==> config.mk <==
export PLATFORM = sky130hd
export DESIGN_NAME = fp16_divider
export DESIGN_NICKNAME = d
export VERILOG_FILES = /design/src/rtl/fp16_divider_pkg.sv /design/src/rtl/fp16_classify.sv /design/src/rtl/fp16_divider.sv
export SDC_FILE = /design/constraint.sdc
export NUM_CORES = 1
export LEC_CHECK = 0
export CAP_MARGIN = 20
export CELL_PAD_IN_SITES_DETAIL_PLACEMENT = 0
export CELL_PAD_IN_SITES_GLOBAL_PLACEMENT = 1
export CORE_MARGIN = 3
export CORE_UTILIZATION = 45
export CTS_CLUSTER_SIZE = 10
export DETAILED_ROUTE_END_ITERATION = 12
export HOLD_SLACK_MARGIN = 0.08
export PLACE_DENSITY = 0.8
export RECOVER_POWER = 100
export SETUP_SLACK_MARGIN = 0.05
export SYNTH_ARGS = -nofsm -noshare
export SYNTH_HDL_FRONTEND = slang
export SYNTH_HIERARCHICAL = 1
export SYNTH_SLANG_ARGS = --single-unit
==> constraint.sdc <==
create_clock -name CLK -period 8.1 [get_ports CLK]
set_input_delay 1.62 -clock CLK [delete_from_list [all_inputs] [get_ports CLK]]
set_output_delay 1.62 -clock CLK [all_outputs]
set_load 0.01 [all_outputs]
==> src/rtl/fp16_divider_pkg.sv <==
// Shared fp16 field widths, special encodings, operand-class flags and divider FSM states.
package fp16_divider_pkg;

    localparam int          FP16_EXP_W  = 5;
    localparam int          FP16_FRAC_W = 10;
    localparam int          FP16_BIAS   = 15;
    localparam logic [15:0] FP16_INF    = 16'h7C00;
    localparam logic [15:0] FP16_QNAN   = 16'h7E00;

    localparam logic [1:0] IDLE  = 2'd0;
    localparam logic [1:0] DIV   = 2'd1;
    localparam logic [1:0] ROUND = 2'd2;

    typedef struct packed {
        logic nan;
        logic inf;
        logic zero;
    } fp16_class_t;

endpackage

==> src/rtl/fp16_classify.sv <==
// Operand class decode for fp16 magnitudes; subnormals count as zero.
module fp16_classify
    import fp16_divider_pkg::*;
(
    input  logic [14:0]  x_i,
    output fp16_class_t  cls_o
);

    logic [FP16_EXP_W-1:0]  exp_f;
    logic [FP16_FRAC_W-1:0] frac_f;

    assign exp_f  = x_i[14:10];
    assign frac_f = x_i[9:0];

    always_comb begin
        cls_o.zero = (exp_f == '0);
        cls_o.inf  = (exp_f == '1) && (frac_f == '0);
        cls_o.nan  = (exp_f == '1) && (frac_f != '0);
    end

endmodule

==> src/rtl/fp16_divider.sv <==
// Iterative fp16 divider: restoring division one quotient bit per clock, RNE rounding,
// flush-to-zero on underflow, fixed 14-cycle latency for every operand class.
module fp16_divider
    import fp16_divider_pkg::*;
#(
    parameter int          QBITS   = 13,
    parameter logic [15:0] NAN_VAL = FP16_QNAN
) (
    input  logic        CLK,
    input  logic        RESET,
    input  logic        start,
    input  logic [15:0] A,
    input  logic [15:0] B,
    output logic        busy,
    output logic        done,
    output logic [15:0] out
);

    fp16_class_t cls_a, cls_b;

    fp16_classify u_cls_a (.x_i(A[14:0]), .cls_o(cls_a));
    fp16_classify u_cls_b (.x_i(B[14:0]), .cls_o(cls_b));

    logic [1:0]        state_q, state_d;
    logic [3:0]        cnt_q, cnt_d;
    logic [11:0]       rem_q, rem_d;
    logic [10:0]       div_q, div_d;
    logic [QBITS-1:0]  q_q, q_d;
    logic              sign_q, sign_d;
    logic signed [6:0] expd_q, expd_d;
    fp16_class_t       ca_q, ca_d, cb_q, cb_d;
    logic              busy_q, busy_d;
    logic              done_q, done_d;
    logic [15:0]       out_q, out_d;

    // Normalise, round and pack from the finished quotient and final remainder
    logic [9:0]        mant;
    logic              guard, sticky, inc;
    logic [10:0]       mant_r;
    logic signed [6:0] exp_n, exp_r;
    logic [15:0]       res;

    always_comb begin
        if (q_q[QBITS-1]) begin
            mant   = q_q[QBITS-2 -: 10];
            guard  = q_q[1];
            sticky = q_q[0] | (rem_q != '0);
            exp_n  = expd_q + $signed(7'(FP16_BIAS));
        end else begin
            mant   = q_q[QBITS-3 -: 10];
            guard  = q_q[0];
            sticky = (rem_q != '0);
            exp_n  = expd_q + $signed(7'(FP16_BIAS - 1));
        end
        inc    = guard & (sticky | mant[0]);
        mant_r = {1'b0, mant} + {10'd0, inc};
        exp_r  = exp_n + $signed({6'd0, mant_r[10]});

        if (ca_q.nan || cb_q.nan)
            res = NAN_VAL;
        else if ((ca_q.zero && cb_q.zero) || (ca_q.inf && cb_q.inf))
            res = NAN_VAL;
        else if (ca_q.inf || cb_q.zero)
            res = {sign_q, FP16_INF[14:0]};
        else if (ca_q.zero || cb_q.inf)
            res = {sign_q, 15'h0};
        else if (exp_r >= 7'sd31)
            res = {sign_q, FP16_INF[14:0]};
        else if (exp_r <= 7'sd0)
            res = {sign_q, 15'h0};
        else
            res = {sign_q, exp_r[4:0], mant_r[9:0]};
    end

    logic        ge;
    logic [11:0] rem_sub;

    always_comb begin
        state_d = state_q;
        cnt_d   = cnt_q;
        rem_d   = rem_q;
        div_d   = div_q;
        q_d     = q_q;
        sign_d  = sign_q;
        expd_d  = expd_q;
        ca_d    = ca_q;
        cb_d    = cb_q;
        busy_d  = busy_q;
        done_d  = 1'b0;
        out_d   = out_q;
        ge      = (rem_q >= {1'b0, div_q});
        rem_sub = ge ? (rem_q - {1'b0, div_q}) : rem_q;

        case (state_q)
            IDLE: begin
                if (start) begin
                    sign_d  = A[15] ^ B[15];
                    expd_d  = $signed({2'b00, A[14:10]}) - $signed({2'b00, B[14:10]});
                    ca_d    = cls_a;
                    cb_d    = cls_b;
                    rem_d   = {2'b01, A[9:0]};
                    div_d   = {1'b1, B[9:0]};
                    q_d     = '0;
                    cnt_d   = '0;
                    busy_d  = 1'b1;
                    state_d = DIV;
                end
            end
            DIV: begin
                // rem < div after a subtract, so the shift never loses bit 11
                q_d   = {q_q[QBITS-2:0], ge};
                rem_d = {rem_sub[10:0], 1'b0};
                if (cnt_q == 4'(QBITS - 1)) begin
                    cnt_d   = '0;
                    state_d = ROUND;
                end else begin
                    cnt_d = cnt_q + 4'd1;
                end
            end
            ROUND: begin
                out_d   = res;
                done_d  = 1'b1;
                busy_d  = 1'b0;
                state_d = IDLE;
            end
            default: begin
                busy_d  = 1'b0;
                state_d = IDLE;
            end
        endcase
    end

    always_ff @(posedge CLK or posedge RESET) begin
        if (RESET) begin
            state_q <= IDLE;
            cnt_q   <= '0;
            rem_q   <= '0;
            div_q   <= '0;
            q_q     <= '0;
            sign_q  <= 1'b0;
            expd_q  <= '0;
            ca_q    <= '0;
            cb_q    <= '0;
            busy_q  <= 1'b0;
            done_q  <= 1'b0;
            out_q   <= '0;
        end else begin
            state_q <= state_d;
            cnt_q   <= cnt_d;
            rem_q   <= rem_d;
            div_q   <= div_d;
            q_q     <= q_d;
            sign_q  <= sign_d;
            expd_q  <= expd_d;
            ca_q    <= ca_d;
            cb_q    <= cb_d;
            busy_q  <= busy_d;
            done_q  <= done_d;
            out_q   <= out_d;
        end
    end

    assign busy = busy_q;
    assign done = done_q;
    assign out  = out_q;

endmodule

==> out/results.txt <==
Post-synth top flop -> sky130_fd_sc_hd__dfrtp_1
Number of nets still failing antenna checks after routing -> 0
Final HPWL from detailed placement -> 8040 um
Sw Share -> 0.440
Number of hold buffers added after cts -> 0
Synth unique cells -> 64
YS warnings -> 6
Effective utilization at floorplan -> 0.470
Final antenna diode count -> 0
Global route overflow -> 0
Post-layout min period -> 3.94 ns
Slew HR -> 0.134
Maximum resistive drop on vdd -> 0.000175 V
Maximum clock frequency -> 254 MHz
Leakage -> 2.45 nW
Placer Congestion -> 0.811
Total of max-cap violations -> 0
Gates resized, CTS repair -> 0
Slew of the pin with the lowest slew margin -> 1.29 ns
Most common library cells after synthesis -> sky130_fd_sc_hd__nand2_1 (78), sky130_fd_sc_hd__dfrtp_1 (73), sky130_fd_sc_hd__o21ai_0 (51), sky130_fd_sc_hd__inv_1 (36), sky130_fd_sc_hd__nor2_1 (28)
Top cell type's share of synthesized area -> 0.392
Clock power share -> 0.130
Insertion delay of the later-clocked pin in the worst-skew pair -> 0.35 ns
Crit path max fanout -> 9
Worst Clk Skew -> 0.00467 ns
Worst r2r src -> q_q[12]$_DFFE_PP0P_
Top cells by area, synth -> sky130_fd_sc_hd__dfrtp_1 (39%), sky130_fd_sc_hd__ha_1 (6.5%), sky130_fd_sc_hd__nand2_1 (6.3%)
# DRC -> 0
Setup repair bufs after CTS -> 0
Antenna violations before repair -> 0
Path type of the worst min-delay path -> flop to flop
Layout cell share with drive strength beyond 1 -> 0.0608
GRT Total Usage -> 0.198
Post-Synthesis Mean Instance Area -> 8.87 um2
Launch point of the worst path -> q_q[12]$_DFFE_PP0P_
Final hold violation count -> 0
Final WS setup -> 4.16 ns
Global-route wire length before repair -> 18100 um
Share of the yosys chip area belonging to registers -> 0.392
Combinational Power Share -> 0.552
RSZ-0062 raised after global routing -> false
Hold path startpoint -> out[2]$_DFFE_PP0P_
TritonCTS Sinks -> 73
Number of levels the H-tree was split into -> 3
Average via count per standard cell -> 5.50
Post-placement worst setup slack -> 4.54 ns
Net total in the final layout -> 633
Slew Limit Fails -> 0
Startpoint type of the worst setup path -> flop
Netlist Area Pre-Place -> 4650 um2
Aggregate routed wire length -> 10700 um
Setup violators final -> 0
Largest net degree at the start of global routing -> 74
Post-synth EDFFs -> 0
Clock root buffer master -> sky130_fd_sc_hd__clkbuf_8
Register bit count reported by yosys -> 73
Share of power burned in registers -> 0.318
Number of iterations in the first detailed-routing pass -> 5
Outcome -> finished, final reports clean
Total vias in the final route -> 3897
Post-synth ARST share -> 1.00
CP Capture Type -> flop
Die boundary height -> 108 um
Cells after Synth -> 525
Crit path required time -> 8.36 ns
Arrival time worst endpoint -> 4.20 ns
Number of placement rows -> 36
Boundary Pins -> 53
Clock slew seen by the registers of the worst setup and hold paths -> 0.07 ns
Relative area change from synthesis to final layout -> 16.7%
Count of port buffers added during placement -> 52
Core area -> 9910 um2
Most common cell in the netlist -> sky130_fd_sc_hd__nand2_1
Floorplan die width -> 108 um
Worst setup path category -> flop to flop
First DRT Iteration DRCs -> 199
Cell accounting for the most synthesized area -> sky130_fd_sc_hd__dfrtp_1
CTS buffer count -> 9
Die Footprint -> 11600 um2
Maximum number of buffers from clock root to sink -> 2
Net switching power -> 910 uW
Internal power -> 1.16 mW
Wire length per cell -> 15.1 um
Final total negative setup slack -> 0 ns
TritonCTS clock tree -> done
Number of global-route vias before repair -> 3729
Net count after synthesis -> 586
Period utilization -> 0.486
Pwr dens -> 381 nW/um2
layer usage:
layer  track usage  routed length, um
met5             0                  0
met4        0.0622                151
met3        0.0288                371
met2         0.317               4970
met1         0.278               5180
through the flow:
stage	power [mW]	cell area, um2	util	instances	hold WS [ns]
2_1_floorplan	1.53	4650	-	525	0.418
3_3_place_gp	1.80	5290	0.534	693	0.451
3_5_place_dp	1.83	5290	0.534	693	0.455
4_1_cts	2.11	5470	0.552	708	0.474
5_1_grt	2.26	5430	0.548	709	0.492
6_report	2.07	5430	0.548	709	0.471
power groups by stage:
stage	sequential, mW	combinational [mW]	clock (mW)
2_1_floorplan	0.607	0.928	0
3_3_place_gp	0.658	1.14	0
3_5_place_dp	0.663	1.17	0
4_1_cts	0.657	1.17	0.277
5_1_grt	0.678	1.29	0.292
6_report	0.658	1.14	0.269
sequential cells by signal, summed over array words and instances, names as in the netlist, 2 cells and up:
| name | flops |
|---|---|
| cb_q | 3 |
| state_q | 2 |
| div_q | 11 |
| q_q | 13 |
| expd_q | 6 |
| cnt_q | 4 |
| out | 16 |
| ca_q | 3 |
| rem_q | 12 |
critical path: stages (launching register included):
cell and delay [ns]:
sky130_fd_sc_hd__dfrtp_1 0.48, sky130_fd_sc_hd__nand2b_1 0.22, sky130_fd_sc_hd__a21oi_1 0.14, sky130_fd_sc_hd__ha_1 0.26
sky130_fd_sc_hd__o2111a_1 0.29, sky130_fd_sc_hd__nand4_1 0.15, sky130_fd_sc_hd__nor3b_1 0.23, sky130_fd_sc_hd__ha_1 0.25
sky130_fd_sc_hd__ha_1 0.28, sky130_fd_sc_hd__and3_1 0.28, sky130_fd_sc_hd__a311o_2 0.21, sky130_fd_sc_hd__nor3b_1 0.35
sky130_fd_sc_hd__nand4_1 0.38, sky130_fd_sc_hd__o31ai_2 0.34
kinds of logic after synthesis:
logic type      Yosys count  share of synthesized area
fa+ha+maj                26                     0.0731
buf+inv                  58                     0.0489
simple gates            195                      0.212
mux                      14                     0.0312
xor+xnor                 27                     0.0524
compound gates          132                      0.190
flops                    73                      0.392
path summary, 6_finish.rpt:
kind	to	slack (ns)	depth (start not counted)
setup / recovery	out[5]$_DFFE_PP0P_	4.16	13
hold / removal	out[2]$_DFFE_PP0P_	0.47	2
hold reg to reg	out[2]$_DFFE_PP0P_	0.47	2
min in group asynchronous	div_q[0]$_DFFE_PP0P_	1.99	3
max in group asynchronous	out[15]$_DFFE_PP0P_	5.51	3
setup reg to reg	out[5]$_DFFE_PP0P_	4.16	13
area by class of cell:
type	instances	area, um2
fill	968	4480
multi-input combinational	394	2570
sequential	73	1830
timing repair buffer	58	554
clock buffer	13	169
tap	133	166
inverter	36	135
clock inverter	2	12.5
cell usage in the layout, fill, tap and decap left out, drive strengths merged, types with 6 or more instances in the layout:
| master | instances |
|---|---|
| nand2 | 78 |
| dfrtp | 73 |
| o21ai | 53 |
| inv | 35 |
| clkdlybuf4s50 | 32 |
| nor2 | 28 |
| ha | 24 |
| a21oi | 20 |
| dlygate4sd3 | 20 |
| clkbuf | 16 |
| nand3 | 15 |
| xnor2 | 14 |
| nand4 | 13 |
| xor2 | 13 |
| nand2b | 11 |
| and3 | 11 |
| mux2i | 10 |
| nor4 | 10 |
| a22o | 9 |
| nor2b | 9 |
| a21o | 6 |
| a31oi | 6 |
Note: power is estimated with default switching activity, not from simulation.
